`config.mk`:
```
export PLATFORM = sky130hd
export DESIGN_NAME = uart_rx_depacketizer
export DESIGN_NICKNAME = d
export VERILOG_FILES = /design/src/rtl/uart_rx_depacketizer.sv
export SDC_FILE = /design/constraint.sdc
export NUM_CORES = 1
export LEC_CHECK = 0
export ABC_CLOCK_PERIOD_IN_PS = 3100
export BUFFER_PORTS_ARGS = -buffer_cell sky130_fd_sc_hd__buf_2
export CORE_MARGIN = 10
export CORE_UTILIZATION = 60
export CTS_CLUSTER_DIAMETER = 80
export CTS_CLUSTER_SIZE = 25
export DETAILED_ROUTE_END_ITERATION = 7
export PLACE_DENSITY = 0.77
export SETUP_SLACK_MARGIN = 0.4
export SKIP_LAST_GASP = 1
export SLEW_MARGIN = 20
export SYNTH_ARGS = -nofsm -noshare
export SYNTH_HDL_FRONTEND = slang
export SYNTH_SLANG_ARGS = --single-unit
```
`constraint.sdc`:
```
create_clock -name clk -period 3.1 [get_ports clk]
set_clock_uncertainty 0.2 [all_clocks]
set_input_delay 0.465 -clock clk [delete_from_list [all_inputs] [get_ports clk]]
set_output_delay 0.465 -clock clk [all_outputs]
set_load 0.01 [all_outputs]
```
`src/rtl/uart_rx_depacketizer.sv`:
```
`default_nettype none
// ============================================================================
// Module   : uart_rx_depacketizer
// Brief    : 8N1 serial receiver feeding a show-ahead valid/ready output FIFO,
//            with framing-error and overrun pulses.
// Revision : 1.0  initial release
// ============================================================================
module uart_rx_depacketizer #(
    parameter int CLK_FREQ   = 50_000_000,
    parameter int BAUD_RATE  = 115200,
    parameter int DATA_WIDTH = 8,
    parameter int FIFO_DEPTH = 16
) (
    input  logic                  clk,
    input  logic                  rst,
    input  logic                  serial_in,
    input  logic                  rx_ready,
    output logic [DATA_WIDTH-1:0] rx_data,
    output logic                  rx_valid,
    output logic                  fifo_full,
    output logic                  rx_busy,
    output logic                  frame_err,
    output logic                  overrun
);

    localparam int C_BAUD_DIV = CLK_FREQ / BAUD_RATE;
    localparam int C_HALF_BIT = C_BAUD_DIV / 2;
    localparam int C_TMR_W    = $clog2(C_BAUD_DIV);
    localparam int C_BIT_W    = (DATA_WIDTH > 1) ? $clog2(DATA_WIDTH) : 1;
    localparam int C_PTR_W    = $clog2(FIFO_DEPTH);
    localparam int C_CNT_W    = C_PTR_W + 1;

    localparam logic [C_TMR_W-1:0] C_HALF_LAST = C_TMR_W'(C_HALF_BIT - 1);
    localparam logic [C_TMR_W-1:0] C_BIT_LAST  = C_TMR_W'(C_BAUD_DIV - 1);
    localparam logic [C_TMR_W-1:0] C_TMR_ONE   = C_TMR_W'(1);
    localparam logic [C_BIT_W-1:0] C_DATA_LAST = C_BIT_W'(DATA_WIDTH - 1);
    localparam logic [C_BIT_W-1:0] C_BIT_ONE   = C_BIT_W'(1);
    localparam logic [C_PTR_W-1:0] C_PTR_ONE   = C_PTR_W'(1);
    localparam logic [C_CNT_W-1:0] C_CNT_ONE   = C_CNT_W'(1);
    localparam logic [C_CNT_W-1:0] C_FULL_CNT  = C_CNT_W'(FIFO_DEPTH);

    localparam logic [2:0] S_IDLE      = 3'b000;
    localparam logic [2:0] S_START     = 3'b001;
    localparam logic [2:0] S_DATA      = 3'b010;
    localparam logic [2:0] S_STOP      = 3'b011;
    localparam logic [2:0] S_WAIT_IDLE = 3'b100;

    logic                  r_sync_0;
    logic                  r_sync_1;
    logic [2:0]            r_state;
    logic [C_TMR_W-1:0]    r_timer;
    logic [C_BIT_W-1:0]    r_bit_cnt;
    logic [DATA_WIDTH-1:0] r_shift;
    logic                  r_frame_err;
    logic                  r_overrun;

    logic [DATA_WIDTH-1:0] r_mem [FIFO_DEPTH];
    logic [C_PTR_W-1:0]    r_wr_ptr;
    logic [C_PTR_W-1:0]    r_rd_ptr;
    logic [C_CNT_W-1:0]    r_count;

    logic w_line;
    logic w_timer_half;
    logic w_timer_full;
    logic w_stop_sample;
    logic w_push_req;
    logic w_full;
    logic w_empty;
    logic w_pop;
    logic w_push;

    // The line is asynchronous to clk; idle-high reset value avoids a false start.
    always_ff @(posedge clk or negedge rst) begin
        if (!rst) begin
            r_sync_0 <= 1'b1;
            r_sync_1 <= 1'b1;
        end else begin
            r_sync_0 <= serial_in;
            r_sync_1 <= r_sync_0;
        end
    end

    assign w_line        = r_sync_1;
    assign w_timer_half  = (r_timer == C_HALF_LAST);
    assign w_timer_full  = (r_timer == C_BIT_LAST);
    assign w_stop_sample = (r_state == S_STOP) && w_timer_full;
    assign w_push_req    = w_stop_sample && w_line;

    assign w_full  = (r_count == C_FULL_CNT);
    assign w_empty = (r_count == '0);
    assign w_pop   = !w_empty && rx_ready;
    // A pop in the same cycle frees the slot, so a full FIFO can still accept.
    assign w_push  = w_push_req && (!w_full || w_pop);

    always_ff @(posedge clk or negedge rst) begin
        if (!rst) begin
            r_state   <= S_IDLE;
            r_timer   <= '0;
            r_bit_cnt <= '0;
            r_shift   <= '0;
        end else begin
            case (r_state)
                S_IDLE: begin
                    r_timer <= '0;
                    if (!w_line) begin
                        r_state <= S_START;
                    end
                end
                S_START: begin
                    if (w_timer_half) begin
                        r_timer   <= '0;
                        r_bit_cnt <= '0;
                        r_state   <= w_line ? S_IDLE : S_DATA;
                    end else begin
                        r_timer <= r_timer + C_TMR_ONE;
                    end
                end
                S_DATA: begin
                    if (w_timer_full) begin
                        r_timer <= '0;
                        r_shift <= {w_line, r_shift[DATA_WIDTH-1:1]};
                        if (r_bit_cnt == C_DATA_LAST) begin
                            r_state <= S_STOP;
                        end else begin
                            r_bit_cnt <= r_bit_cnt + C_BIT_ONE;
                        end
                    end else begin
                        r_timer <= r_timer + C_TMR_ONE;
                    end
                end
                S_STOP: begin
                    if (w_timer_full) begin
                        r_timer <= '0;
                        r_state <= w_line ? S_IDLE : S_WAIT_IDLE;
                    end else begin
                        r_timer <= r_timer + C_TMR_ONE;
                    end
                end
                S_WAIT_IDLE: begin
                    // Hold off until the break ends so it yields a single error.
                    if (w_line) begin
                        r_state <= S_IDLE;
                    end
                end
                default: begin
                    r_state <= S_IDLE;
                    r_timer <= '0;
                end
            endcase
        end
    end

    always_ff @(posedge clk or negedge rst) begin
        if (!rst) begin
            r_frame_err <= 1'b0;
            r_overrun   <= 1'b0;
        end else begin
            r_frame_err <= w_stop_sample && !w_line;
            r_overrun   <= w_push_req && w_full && !w_pop;
        end
    end

    always_ff @(posedge clk) begin
        if (w_push) begin
            r_mem[r_wr_ptr] <= r_shift;
        end
    end

    always_ff @(posedge clk or negedge rst) begin
        if (!rst) begin
            r_wr_ptr <= '0;
            r_rd_ptr <= '0;
            r_count  <= '0;
        end else begin
            if (w_push) begin
                r_wr_ptr <= r_wr_ptr + C_PTR_ONE;
            end
            if (w_pop) begin
                r_rd_ptr <= r_rd_ptr + C_PTR_ONE;
            end
            case ({w_push, w_pop})
                2'b10:   r_count <= r_count + C_CNT_ONE;
                2'b01:   r_count <= r_count - C_CNT_ONE;
                default: r_count <= r_count;
            endcase
        end
    end

    assign rx_valid  = !w_empty;
    assign rx_data   = w_empty ? '0 : r_mem[r_rd_ptr];
    assign fifo_full = w_full;
    assign rx_busy   = (r_state != S_IDLE);
    assign frame_err = r_frame_err;
    assign overrun   = r_overrun;

endmodule
`default_nettype wire

```
== Word-level counts from Yosys, hierarchy flattened ==
Memory sizes are Yosys's and may differ from the RTL's.
Index checks and enable logic that the tools add are counted.

* Output and inout port bits: 13
* RAM bits: 128
* Register bits: 40
* Memories: 1
* Logic and storage cells: 76
* Input port bits: 4

* Reduce and logical (&&, ||, !) cells: 21
* $add $sub $neg: 6
* Equality and inequality tests: 17
* Multiplexer cells: 20

{| class="wikitable"
|+ Memory list
! name !! words !! width !! read ports !! clocked after memory_dff !! wr ports !! RTL line !! source
|-
| r_mem || 16 || 8 || 1 || 0 || 1 || 57 || <nowiki>logic [DATA_WIDTH-1:0] r_mem [FIFO_DEPTH];</nowiki>
|}

{| class="wikitable"
|+ Operator list
! cell !! number
|-
| 3-bit 2-to-1 mux || 10
|-
| 9-bit case mux with 3 select lines || 1
|-
| 9-bit 2-to-1 mux || 2
|-
| 3-bit case mux with 5 select lines || 1
|-
| 2-bit != test, second input constant || 7
|-
| 5-bit case mux with 2 select lines || 1
|-
| 9-bit by 1-bit adder with 9-bit output, second input constant || 1
|-
| 9-bit by 8-bit == test with 1-bit output, second input constant || 1
|-
| 9-bit == test, second input constant || 1
|-
| 4-bit by 1-bit adder with 4-bit output, second input constant || 2
|-
| 8-bit 2-to-1 mux || 1
|-
| 1-bit logical AND || 7
|-
| 3-bit by 2-bit == test with 1-bit output, second input constant || 2
|-
| 3-bit == test, second input constant || 2
|-
| 3-bit case mux with 2 select lines || 1
|-
| 6-bit AND reduction || 1
|-
| 5-bit by 1-bit adder with 5-bit output, second input constant || 1
|-
| 5-bit == test, second input constant || 1
|-
| 5-bit zero test || 1
|-
| 5-bit by 1-bit subtractor with 5-bit output, second input constant || 1
|-
| 1-bit zero test || 4
|-
| 4-bit AND reduction || 1
|-
| 2-bit nonzero test || 2
|-
| 3-bit by 1-bit adder with 3-bit output, second input constant || 1
|-
| 10 further kinds || 11
|}

== Depth between registers and ports, before layout ==
* Depth in word-level cells: 7
* Gate-level depth with buffers: 12
* Depth with buffers taken out: 11

== Least setup slack after synthesis ==
OpenSTA, ideal clock, no wires.

* Kind: register to register
* Start: reg r_count[1]
* End: reg r_count[2]
* Clock period less this slack: 2.518 ns
* Setup time: 0.125 ns
* Arrival: 2.193 ns
* Cell stages (with the launch flop): 11
* Slack: 0.582 ns
* Data required time: 2.775 ns
* Path buffers: 1
* Cell sequence: dfrtp_1 or4_1 buf_6 o21a_4 nand2_1 xnor2_1 ha_1 and2_1 nand4_1 o22a_1 xnor2_1

* Word-level cells in the longest chain between the ends: 7
* Elaborated cells on any way between the ends: 13
* Classes of those cells: add/sub: 2; eq/ne: 3; mux: 1; reduce/logical: 7

{| class="wikitable"
|+ Ends and longest elaborated chain
! item !! RTL line !! source
|-
| start: declaration || 60 || <nowiki>logic [C_CNT_W-1:0] r_count;</nowiki>
|-
| start signal: assignment || 182 || <nowiki>2'b10: r_count <= r_count + C_CNT_ONE;</nowiki>
|-
| start signal: assignment || 183 || <nowiki>2'b01: r_count <= r_count - C_CNT_ONE;</nowiki>
|-
| start signal: assignment || 184 || <nowiki>default: r_count <= r_count;</nowiki>
|-
| 5-bit zero test || 90 || <nowiki>assign w_empty = (r_count == '0);</nowiki>
|-
| 1-bit zero test || 91 || <nowiki>assign w_pop = !w_empty && rx_ready;</nowiki>
|-
| 1-bit logical AND || 91 ||
|-
| 1-bit logical OR || 93 || <nowiki>assign w_push = w_push_req && (!w_full || w_pop);</nowiki>
|-
| 1-bit logical AND || 93 ||
|-
| 2-bit by 1-bit == test with 1-bit output / 2-bit == test (equally long branches) || 181 || <nowiki>case ({w_push, w_pop})</nowiki>
|-
| 5-bit case mux with 2 select lines / 2-bit nonzero test (equally long branches) || - ||
|}

Several ways; a longest one is shown, not always the timed one.
A chain may end at the register's enable or synchronous reset.

== Worst setup path after layout ==
* Start: reg r_rd_ptr[0]
* End: out rx_data[1]

* Word-level cells in the longest chain between the ends: 2

{| class="wikitable"
|+ Ends and longest elaborated chain
! item !! RTL line !! source
|-
| start: declaration || 59 || <nowiki>logic [C_PTR_W-1:0] r_rd_ptr;</nowiki>
|-
| start signal: assignment || 179 || <nowiki>r_rd_ptr <= r_rd_ptr + C_PTR_ONE;</nowiki>
|-
| memory read 16 x 8 bit || - ||
|-
| 8-bit 2-to-1 mux || 190 || <nowiki>assign rx_data = w_empty ? '0 : r_mem[r_rd_ptr];</nowiki>
|-
| end: declaration || 18 || <nowiki>output logic [DATA_WIDTH-1:0] rx_data,</nowiki>
|}

Every way passes these cells.

==> metrics.txt <==
Top FF cell, synth=edfxtp_1; Die Height=129.1 um; DR WL met2=7050 um; TritonCTS clock tree=built; vias per cell=6.298; die width=129.1 um; P per Cell Area=685.4 nW/um2; post-synth cell types=52; pin count of the biggest net entering global routing=41; IO buf count=16; RSZ-0062 raised after global routing=true; syn avg cell area=17.24 um2; Leak Pwr=0.003224 uW; area of the core=11520 um2; Routed Wire Length=14110 um; Slew @ Worst Pin=883.8 ps; Post-synth EDFFs=128; clk_lat worst skew=430 ps; reg2reg start=r_count[1]$_DFFE_PN0P_; CP Launch Type=flop; clock buffers created by TritonCTS=17; commonest non-fill, non-tap cell in the layout=edfxtp_1; CP required=2430 ps; DRT iter0 DRCs=365; DRC errors left=0; worst-path cell with the longest stage delay=dfrtp_4; WL met3=719 um; GPL Wtd Cong=0.8611; Critical Path Max Stage Delay=540 ps; FILL cells=716; Post-synth ARST share=23.81%; #FFs+latches synth=168; power share of the sequential group=46.4%; sw power=1494 uW; Buf+Inv Stages, Crit Path=2; GRT Residual Overflow=0; first-pass GRT wire length=21830 um; Max Used Layer=met4; # rows=39; Worst Path Max Fanout=8; clk sinks=168; hold_ws=158.7 ps; part of the Yosys area used for sequential elements=67.89%; htree depth=4; initial antenna violation count=0; CTS max path bufs=2; Rel. slew slack=41.08%; YS warnings=0; WP data arrival=2160 ps; # setup viols final=0; Logic pwr share=18.0%; fmax=0.3537 GHz; hold path start=r_sync_0$_DFF_PN1_; final hold violation count=0; critical path capture point type=output pin; Crit. Startpoint=r_rd_ptr[0]$_DFFE_PN0P_; Tot GR Track Use=17.78%; worst path cell trace=buf_12 > mux4_2 > mux2i_2 > o22ai_2 > buf_2; Clock power frac=35.7%; Largest delay share family, worst path=multiplexers; most frequent cells in the layout=edfxtp_1 (128), dfrtp_1 (37), mux4_2 (32); final slew viol count=0; HP Class=reg2reg; dpl hpwl=8940 um; vias in the first global route=3901; Mapped Nets=429; DR pass1 iterations=4; Antenna Cells=0; Syn Inst Count=414; Routed Antenna Nets=0; Int Power=4102 uW; Tmin final=2827 ps; Root Driver=clkbuf_16; via count=3779; io pins=17; sw frac=26.69%; setup tns final=0 ps; outcome=finished, final reports clean; Area growth syn-to-layout=14.35%; met1 wire length=5923 um; layout cells sized above 1=32.82%; Clock Pin Slew Worst Setup and Hold Paths=60 ps; Synth Cell Area=7139 um2; NumNets Final=459; Worst VDD drop=399.8 uV; Max Cap Viol=0; kind of critical path=reg2out; Initial Util=61.99%; Die ar.=16660 um2; fin crit share=91.20%; Routed wire per std cell=23.51 um
[layout make-up]
cell class	count	area [um2]	area share, %
inverters	7	26.28	0.3218
multi-input cells	220	2296	28.12
flip-flops and latches	168	4851	59.42
clock buffers	17	425.4	5.211
repair buffers	30	242.7	2.973
clock inverters	15	143.9	1.762
well taps	143	178.9	2.192
[metal layers]
metal,global-route usage (%),up-vias
li1,-,1693
met1,22.14,1940
met2,28.82,119
met3,4.201,27
met4,8.963,0
met5,0,-
[cells in the mapped netlist, types with 3 or more instances]
| library cell | count | area share (%) |
|---|---|---|
| nand2b_1 | 3 | 0.26 |
| mux4_2 | 32 | 10 |
| nand3_1 | 5 | 0.35 |
| mux2i_1 | 23 | 3.2 |
| nor3_1 | 5 | 0.35 |
| ha_1 | 11 | 1.9 |
| dfrtp_1 | 38 | 13 |
| o211ai_1 | 6 | 0.63 |
| and4_1 | 5 | 0.61 |
| o21ai_0 | 12 | 0.84 |
| nor3b_1 | 3 | 0.32 |
| o22ai_1 | 9 | 0.79 |
| and2_1 | 14 | 1.2 |
| inv_1 | 7 | 0.37 |
| nand2_1 | 23 | 1.2 |
| buf_2 | 9 | 0.63 |
| mux2_2 | 11 | 1.7 |
| nor2_1 | 10 | 0.53 |
| clkbuf_1 | 7 | 0.37 |
| xor2_1 | 3 | 0.37 |
| xnor2_1 | 8 | 0.98 |
| nor4_1 | 3 | 0.26 |
| edfxtp_1 | 128 | 54 |
[sequential cells by signal, summed over array words and instances, names as in the netlist]
name / cells
frame_err: 1
r_mem: 128
r_count: 5
overrun: 1
r_wr_ptr: 4
r_sync_1: 1
r_state: 3
r_shift: 8
r_rd_ptr: 4
r_sync_0: 1
r_bit_cnt: 3
r_timer: 9
[logic make-up (layout without fill, tap and decap cells)]
group / Yosys count / count (layout) / share of synthesized area (%)
multiplexers: 70 / 70 / 16.11
AO/OA/AOI/OAI: 35 / 35 / 3.225
XOR/XNOR: 11 / 11 / 1.350
AND/OR/NAND/NOR: 93 / 93 / 7.852
flip-flops: 168 / 168 / 67.89
adder cells (fa/ha/maj): 11 / 11 / 1.928
buffers and inverters: 26 / 69 / 1.647
[through the flow]
stage	util (%)	instances	setup WS [ps]	instance area [um2]	total power, uW
floorplan	-	414	582.2	7139	3247
global placement	63.96	560	386.2	7366	3418
detailed placement	63.96	560	291.8	7366	3442
CTS	70.51	600	267.7	8120	5593
global route	70.89	600	203.7	8164	5790
finish	70.89	600	272.9	8164	5596
[power by group through the flow]
stage,clock network [uW],logic [uW],registers (uW)
floorplan,0,679,2570
global placement,0,779,2640
detailed placement,0,799,2640
CTS,2020,989,2590
global route,2120,1070,2600
finish,1990,1010,2600
[path summary, 6_finish.rpt]
| kind | endpoint | slack, ps | depth (start not counted) |
|---|---|---|---|
| setup reg to reg | r_count[2]$_DFFE_PN0P_ | 510 | 9 |
| setup / recovery | rx_data[1] | 270 | 5 |
| hold reg to reg | r_sync_1$_DFF_PN1_ | 160 | 0 |
| hold / removal | r_sync_1$_DFF_PN1_ | 160 | 0 |
| min in group asynchronous | r_timer[5]$_DFFE_PN0N_ | 500 | 2 |
| max in group asynchronous | r_rd_ptr[0]$_DFFE_PN0P_ | 1550 | 2 |
[timing repair]
action	CTS	global route
hold buffers	2	0
resized for setup	30	10
hold endpoints to repair	39	0
pin swaps	6	2
setup buffers	5	0
cloned	1	0
endpoints found under the setup margin	131	138
No activity file was read; power rests on OpenSTA's default activity.
